$ cat config.mk
export PLATFORM = sky130hd
export DESIGN_NAME = branch_resolve_queue
export DESIGN_NICKNAME = d
export VERILOG_FILES = /design/src/rtl/branch_resolve_queue.sv
export SDC_FILE = /design/constraint.sdc
export NUM_CORES = 1
export LEC_CHECK = 0
export ABC_CLOCK_PERIOD_IN_PS = 6600
export CAP_MARGIN = 10
export CORE_ASPECT_RATIO = 1.4
export CORE_UTILIZATION = 40
export DETAILED_ROUTE_END_ITERATION = 12
export PLACE_DENSITY = 0.64
export SETUP_SLACK_MARGIN = 0.1
export SYNTH_ARGS = -nofsm -noshare
export SYNTH_HDL_FRONTEND = slang
export SYNTH_SLANG_ARGS = --single-unit
$ cat constraint.sdc
create_clock -name clk_i -period 6.6 [get_ports clk_i]
set_input_delay 1.32 -clock clk_i [delete_from_list [all_inputs] [get_ports clk_i]]
set_output_delay 1.32 -clock clk_i [all_outputs]
set_load 0.05 [all_outputs]
$ cat src/rtl/branch_resolve_queue.sv
// In-order queue of predicted branches awaiting resolution from execute. Detects mispredicts,
// generates a registered flush/redirect, trains the direction predictor and keeps statistics.
module branch_resolve_queue #(
    parameter int unsigned DEPTH = 4,
    parameter int unsigned PC_W  = 64,
    localparam int unsigned AW   = $clog2(DEPTH)
) (
    input  logic            clk_i,
    input  logic            rst_ni,

    input  logic            enq_valid_i,
    output logic            enq_ready_o,
    input  logic [PC_W-1:0] enq_pc_i,
    input  logic            enq_taken_i,
    input  logic [PC_W-1:0] enq_target_i,

    input  logic            res_valid_i,
    input  logic            res_taken_i,
    input  logic [PC_W-1:0] res_target_i,
    input  logic [1:0]      res_jumptype_i,

    output logic            upd_valid_o,
    output logic [PC_W-1:0] upd_pc_o,
    output logic            upd_taken_o,
    output logic [1:0]      upd_jumptype_o,

    output logic            flush_o,
    output logic [PC_W-1:0] redirect_pc_o,

    output logic [AW:0]     count_o,
    output logic [31:0]     br_cnt_o,
    output logic [31:0]     mis_cnt_o,
    output logic            err_o
);

    // Entry storage is never reset; pointers alone define validity.
    logic [PC_W-1:0] pc_mem     [DEPTH];
    logic            taken_mem  [DEPTH];
    logic [PC_W-1:0] target_mem [DEPTH];

    logic [AW:0]     head_q, head_d;
    logic [AW:0]     tail_q, tail_d;
    logic            run_q;
    logic            flush_q;
    logic [PC_W-1:0] redirect_q, redirect_d;
    logic            upd_valid_q;
    logic [PC_W-1:0] upd_pc_q;
    logic            upd_taken_q;
    logic [1:0]      upd_jt_q;
    logic [31:0]     br_cnt_q, br_cnt_d;
    logic [31:0]     mis_cnt_q, mis_cnt_d;
    logic            err_q, err_d;

    logic            full, empty;
    logic            res_acc, enq_acc, is_branch, mispredict, flush_now;
    logic [PC_W-1:0] head_pc, head_target;
    logic            head_taken;

    assign full  = (head_q[AW] != tail_q[AW]) && (head_q[AW-1:0] == tail_q[AW-1:0]);
    assign empty = (head_q == tail_q);

    assign head_pc     = pc_mem[head_q[AW-1:0]];
    assign head_taken  = taken_mem[head_q[AW-1:0]];
    assign head_target = target_mem[head_q[AW-1:0]];

    // run_q keeps every input ignored until the first edge after reset release.
    assign res_acc    = run_q && res_valid_i && !empty;
    assign is_branch  = (res_jumptype_i != 2'd0);
    assign mispredict = (head_taken != res_taken_i) ||
                        (head_taken && res_taken_i && (head_target != res_target_i));
    assign flush_now  = res_acc && mispredict;

    assign enq_ready_o = run_q && !full && !flush_now;
    assign enq_acc     = enq_valid_i && enq_ready_o;

    always_comb begin
        head_d     = head_q;
        tail_d     = tail_q;
        redirect_d = redirect_q;
        br_cnt_d   = br_cnt_q;
        mis_cnt_d  = mis_cnt_q;
        err_d      = err_q;

        if (flush_now) begin
            // Drop everything outstanding; the concurrent enqueue was already refused.
            head_d     = tail_q;
            redirect_d = res_taken_i ? res_target_i : head_pc + PC_W'(4);
        end else begin
            if (res_acc) begin
                head_d = head_q + 1'b1;
            end
            if (enq_acc) begin
                tail_d = tail_q + 1'b1;
            end
        end

        if (res_acc && is_branch && (br_cnt_q != 32'hFFFF_FFFF)) begin
            br_cnt_d = br_cnt_q + 32'd1;
        end
        if (flush_now && (mis_cnt_q != 32'hFFFF_FFFF)) begin
            mis_cnt_d = mis_cnt_q + 32'd1;
        end
        if (run_q && res_valid_i && empty) begin
            err_d = 1'b1;
        end
    end

    always_ff @(posedge clk_i or negedge rst_ni) begin
        if (!rst_ni) begin
            head_q      <= '0;
            tail_q      <= '0;
            run_q       <= 1'b0;
            flush_q     <= 1'b0;
            redirect_q  <= '0;
            upd_valid_q <= 1'b0;
            upd_pc_q    <= '0;
            upd_taken_q <= 1'b0;
            upd_jt_q    <= '0;
            br_cnt_q    <= '0;
            mis_cnt_q   <= '0;
            err_q       <= 1'b0;
        end else begin
            head_q      <= head_d;
            tail_q      <= tail_d;
            run_q       <= 1'b1;
            flush_q     <= flush_now;
            redirect_q  <= redirect_d;
            upd_valid_q <= res_acc && is_branch;
            if (res_acc && is_branch) begin
                upd_pc_q    <= head_pc;
                upd_taken_q <= res_taken_i;
                upd_jt_q    <= res_jumptype_i;
            end
            br_cnt_q    <= br_cnt_d;
            mis_cnt_q   <= mis_cnt_d;
            err_q       <= err_d;
        end
    end

    always_ff @(posedge clk_i) begin
        if (enq_acc) begin
            pc_mem[tail_q[AW-1:0]]     <= enq_pc_i;
            taken_mem[tail_q[AW-1:0]]  <= enq_taken_i;
            target_mem[tail_q[AW-1:0]] <= enq_target_i;
        end
    end

    assign upd_valid_o    = upd_valid_q;
    assign upd_pc_o       = upd_pc_q;
    assign upd_taken_o    = upd_taken_q;
    assign upd_jumptype_o = upd_jt_q;
    assign flush_o        = flush_q;
    assign redirect_pc_o  = redirect_q;
    assign count_o        = tail_q - head_q;
    assign br_cnt_o       = br_cnt_q;
    assign mis_cnt_o      = mis_cnt_q;
    assign err_o          = err_q;

endmodule

---- Word-level counts from Yosys, hierarchy flattened ----
Memories as Yosys holds them, arrays and structs flattened.
Index checks and enable logic that the tools add are counted.
storage, ports and cells
  register bits after elaboration ......... 205
  bits in latches ......................... 0
  memory bits (writable) .................. 516
  ROM bits ................................ 0
  output and inout bits ................... 202
  memories ................................ 3
memories
  name        words  bits a word  rd ports  clocked after Yosys merged registers in  wr ports  RTL line  source
  pc_mem      4      64           1         0                                        1         37        logic [PC_W-1:0] pc_mem [DEPTH];
  target_mem  4      64           1         0                                        1         39        logic [PC_W-1:0] target_mem [DEPTH];
  taken_mem   4      1            1         0                                        1         38        logic taken_mem [DEPTH];
cells by class
  $add $sub $neg .......................... 6
  multipliers ............................. 0
  divide/modulo/power cells ............... 0
  order comparisons ....................... 0
  equality and inequality tests ........... 7
  shift operators ......................... 0
  mux-type cells .......................... 5
  bitwise operators ....................... 1
  reductions and logical operators ........ 20
operators by type and width
  operator               number
  $add 32x1->32 const B  2
  $add 64x3->64 const B  1
  $mux 64                1
  $ne 32x32->1 const B   2
  $ne 64x64->1           1
  $logic_and 1x1->1      13
  $add 3x1->3 const B    2
  $mux 3                 2
  $reduce_bool 2->1      2
  $eq 3x3->1             1
  $logic_not 1->1        3
  $sub 3x3->3            1
  $eq 2x2->1             1
  $mux 1                 2
  $ne 1x1->1             2
  $reduce_and 2->1       1
  $logic_or 1x1->1       1
  $not 1->1              1

---- Depth between registers and ports, before layout ----
Gate-level depths: netlist of the first run.
An unclocked memory read counts as a cell.
  depth in word-level cells ............... 10
  gate-level depth with buffers ........... 17
  depth with buffers taken out ............ 10

---- Worst setup path before layout of the first run ----
No wires, ideal clock.
  path type ............................... register to register
  start point ............................. register head_q[0]
  end point ............................... memory pc_mem[3][0], enable pin
  arrival ................................. 6.049 ns
  required time ........................... 6.091 ns
  slack ................................... 0.042 ns
  cell stages (with the launch flop) ...... 13
  period minus slack after synthesis ...... 6.558 ns
  cell sequence ........................... dfrtp_1 buf_6 buf_4 buf_6 buf_4 buf_2 mux4_2 ha_1 and2_1 a21oi_4 inv_2 buf_6 nor3b_4
between the ends
  longest elaborated chain between the ends .. 10
  elaborated cells between the ends (all ways) .. 20
  classes of those cells .................. eq/ne (4); mux (2); reduce/logical (12); memory (2)
ends and longest elaborated chain
  item                                                      RTL line  source
  from (decl)                                               41        logic [AW:0] head_q, head_d;
  from (signal assigned)                                    110       head_q <= '0;
  from (signal assigned)                                    123       head_q <= head_d;
  $mem_v2 4x64 / $mem_v2 4x1 (equally long branches)        n/a
  $ne 64x64->1 / $logic_and 1x1->1 (equally long branches)  70        (head_taken && res_taken_i && (head_target != res_target_i));
  $logic_and 1x1->1                                         70
  $logic_or 1x1->1                                          69        assign mispredict = (head_taken != res_taken_i) ||
  $logic_and 1x1->1                                         71        assign flush_now = res_acc && mispredict;
  $logic_not 1->1                                           73        assign enq_ready_o = run_q && !full && !flush_now;
  $logic_and 1x1->1 (*)                                     73
  $logic_and 1x1->1 (*)                                     74        assign enq_acc = enq_valid_i && enq_ready_o;
  $mux 1 (*)                                                141       if (enq_acc) begin
  $mux 1 (not written as such) (*)                          142       pc_mem[tail_q[AW-1:0]] <= enq_pc_i;
  to (decl)                                                 37
Mark *: on every way between the ends. The rest lies on a longest branch, timed or not.

---- Worst setup path in the final report of the first run ----
  start point ............................. register head_q[0]
  end point ............................... output enq_ready_o
between the ends
  longest elaborated chain between the ends .. 7
  elaborated cells between the ends (all ways) .. 17
  classes of those cells .................. eq/ne (4); reduce/logical (11); memory (2)
ends and longest elaborated chain
  item                                                      RTL line  source
  $mem_v2 4x64 / $mem_v2 4x1 (equally long branches)        n/a
  $ne 64x64->1 / $logic_and 1x1->1 (equally long branches)  70
  $logic_and 1x1->1                                         70
  $logic_or 1x1->1                                          69
  $logic_and 1x1->1                                         71
  $logic_not 1->1                                           73
  $logic_and 1x1->1 (*)                                     73
  to (decl)                                                 12        output logic enq_ready_o,
Marks and branches as above.

==> results of run 1 <==
[per-layer routing]
layer	up-vias	GRT usage	part of all wire
met5	-	0	0.00045
met4	6	0.0749	0.023
met3	107	0.0443	0.066
met2	609	0.387	0.52
met1	8897	0.282	0.39
li1	7525	-	-
[synthesized netlist by cell type (13+ instances only)]
master	instances	area [um^2]
clkbuf_1	32	120
xnor2_1	151	1320
and2_1	13	81.3
nand3_1	47	235
nor2_1	35	131
o21ai_0	77	385
buf_6	13	146
nand2_1	134	503
nor3_1	23	115
inv_1	25	93.8
dfrtp_1	205	5130
nor4_1	17	106
and3_1	19	119
xor2_1	35	307
nand4_1	47	294
mux2_4	31	465
edfxtp_1	516	15500
buf_2	18	90.1
mux4_2	127	2860
mux2_2	87	980
[sequential cells by signal, summed over array words and instances (netlist names), 2 cells and up]
name / flops
tail_q: 3
taken_mem: 4
redirect_pc_o: 64
mis_cnt_o: 32
upd_jumptype_o: 2
target_mem: 256
br_cnt_o: 32
upd_pc_o: 64
pc_mem: 256
head_q: 3
[power breakdown]
group	switching [mW]	internal, mW
Sequential	0.447	5.73
Clock	1.78	2.52
Combinational	3.99	2.57
Total	6.22	10.8
[cell type report]
class | instances | area (um^2)
clock inverters | 36 | 455
well taps | 952 | 1190
diodes | 7 | 17.5
fillers | 6047 | 35700
inverters | 26 | 100
multi-input cells | 917 | 8590
repair buffers | 428 | 4380
clock buffers | 99 | 2020
flip-flops and latches | 721 | 20600
[final timing paths]
path / slack [ns] / cells past startpoint / startpoint / end
min reg2reg: 0.48 / 2 / upd_jumptype_o[1] / upd_jumptype_o[1]
max reg2reg: 1.58 / 11 / head_q[0] / redirect_pc_o[14]
max in group asynchronous: 4.75 / 2 / rst_ni / upd_pc_o[40]
max: 0.60 / 9 / head_q[0] / enq_ready_o
min: 0.48 / 2 / upd_jumptype_o[1] / upd_jumptype_o[1]
min in group asynchronous: 0.67 / 1 / rst_ni / head_q[2]
[kinds of logic after synthesis]
| kind of cell | synth area share |
|---|---|
| flops | 0.694 |
| simple gates | 0.0645 |
| mux | 0.147 |
| xor+xnor | 0.0548 |
| buf+inv | 0.0172 |
| compound gates | 0.0168 |
| fa+ha+maj | 0.00530 |
| other cells | 0.000126 |
[per-stage QoR]
stage | std cells | power [mW] | area, um^2
2_1_floorplan | 1735 | 10.6 | 29700
3_3_place_gp | 3044 | 12.8 | 34900
3_5_place_dp | 3044 | 12.9 | 34900
4_1_cts | 3179 | 17.2 | 37400
5_1_grt | 3185 | 17.7 | 37400
6_report | 3186 | 17.0 | 37400
[worst max-delay path, delay by kind of cell, from the launching register on]
family                    cells  cell delay, ns
and+or+nand+nor               4            1.00
DFF                           1            0.69
xor gates and xnor gates      1            0.40
muxes                         1            0.56
buffers and inverters         2            1.17
AOI/OAI and AO/OA             1            0.20
==> out/qor.txt, run 1 <==
Slew headroom = 0.329
Slew Viols, Final = 0
Clk_lat worst skew = 0.63 ns
PwrDens = 456 nW/um^2
TritonCTS Buffers = 73
Worst Hold Slack = 0.479 ns
Count of cell types in the netlist = 51
CTS tree = done
Initial antenna violation count = 15
CP max FO = 36
Post-synth EDFFs = 516
DRT antenna net count = 0
Mapped Cells = 1735
Core area = 73000 um^2
Gr usage total = 0.225
Root Buffer = clkbuf_16
Layout cells sized above 1 = 0.180
Synth Cell Area = 29700 um^2
Clock skew = 0.0255 ns
LEAKAGE = 12.9 nW
Min Clock Period, post-route = 6.00 ns
Synthesis-to-finish area growth = 25.8%
Layout Utilization = 0.512
Hold Crit Class = reg2reg
Type of origin of the critical path = flop
Hold buffers post-CTS = 0
Most frequent cells in the layout = 516 x edfxtp_1, 399 x clkdlybuf4s50_1, 203 x dfrtp_1
Grt total ovfl = 0
Final #Nets = 2379
Syn_nets = 1947
Worst path slowest cell = clkdlybuf4s50_1
Sink Count = 721
Drt total wl = 84700 um
Fmax = 0.167 GHz
Status = complete, no violations
Post-synth top flop = edfxtp_1
Setup fix buffers added after clock tree synthesis = 0
Async SR Flop Fraction = 0.284
Final Worst Setup Slack = 0.602 ns
Syn_area_per_cell = 17.1 um^2
Final setup TNS = 0 ns
Worst vdd ir = 377 uV
I/O pin cnt = 402
Final HPWL DP = 58900 um
Clock tree buffer depth = 3
Critical-path cell list = buf_12 -> mux4_2 -> xnor2_1 -> nand4_1 -> nor4_2 -> nand4_2 -> a21oi_4 -> and2_1 -> clkdlybuf4s50_1
Worst-margin pin slew = 1.01 ns
WS Path Type = reg2out
DRT iter0 DRCs = 1291
Yosys warning total = 0
CP max stage delay = 0.82 ns
Total number of vias = 17100
Initial core utilization = 0.407
Cell Rows = 117
Final setup violation count = 0
Endpoint class of the critical path = primary output
Vias in the first global route = 17900
Final Hold Fails = 0
First-pass GRT wire length = 122000 um
Seq cells post-synth = 721
Pin count of the biggest net entering global routing = 126
Placer Congestion = 0.878
WP data arrival = 4.68 ns
Detailed Routing Iterations Pass 1 = 5
Wirelength per Cell = 26.6 um
RSZ-0062 raised after global routing = no
Max Cap Viol = 0
Die area = 75400 um^2
Residual DRC = 0
Vias per inst = 5.38
Port Buffers = 401
Clock slew at reported path FFs = 0.06 ns
Most common cell after layout, fill and taps aside = edfxtp_1
H-tree levels = 3
Dpl ws = 0.934 ns
Seq/Total Area, Yosys = 0.694
Crit path required time = 5.28 ns
Die width = 232 um
Post_cts resized = 0
Die height = 325 um
Period utilization = 0.909
No activity file was read; power rests on OpenSTA's default activity.
==> inputs of run 2 (changes only) <==
--- a/config.mk
+++ b/config.mk
@@ -6,8 +6,9 @@
 export NUM_CORES = 1
 export LEC_CHECK = 0
 export ABC_CLOCK_PERIOD_IN_PS = 6600
-export CAP_MARGIN = 10
+export CAP_MARGIN = 20
 export CORE_ASPECT_RATIO = 1.4
+export CORE_MARGIN = 1
 export CORE_UTILIZATION = 40
 export DETAILED_ROUTE_END_ITERATION = 12
 export PLACE_DENSITY = 0.64
==> results of run 2 <==
The final DEF is identical to that of run 1; final timing and power are the same.
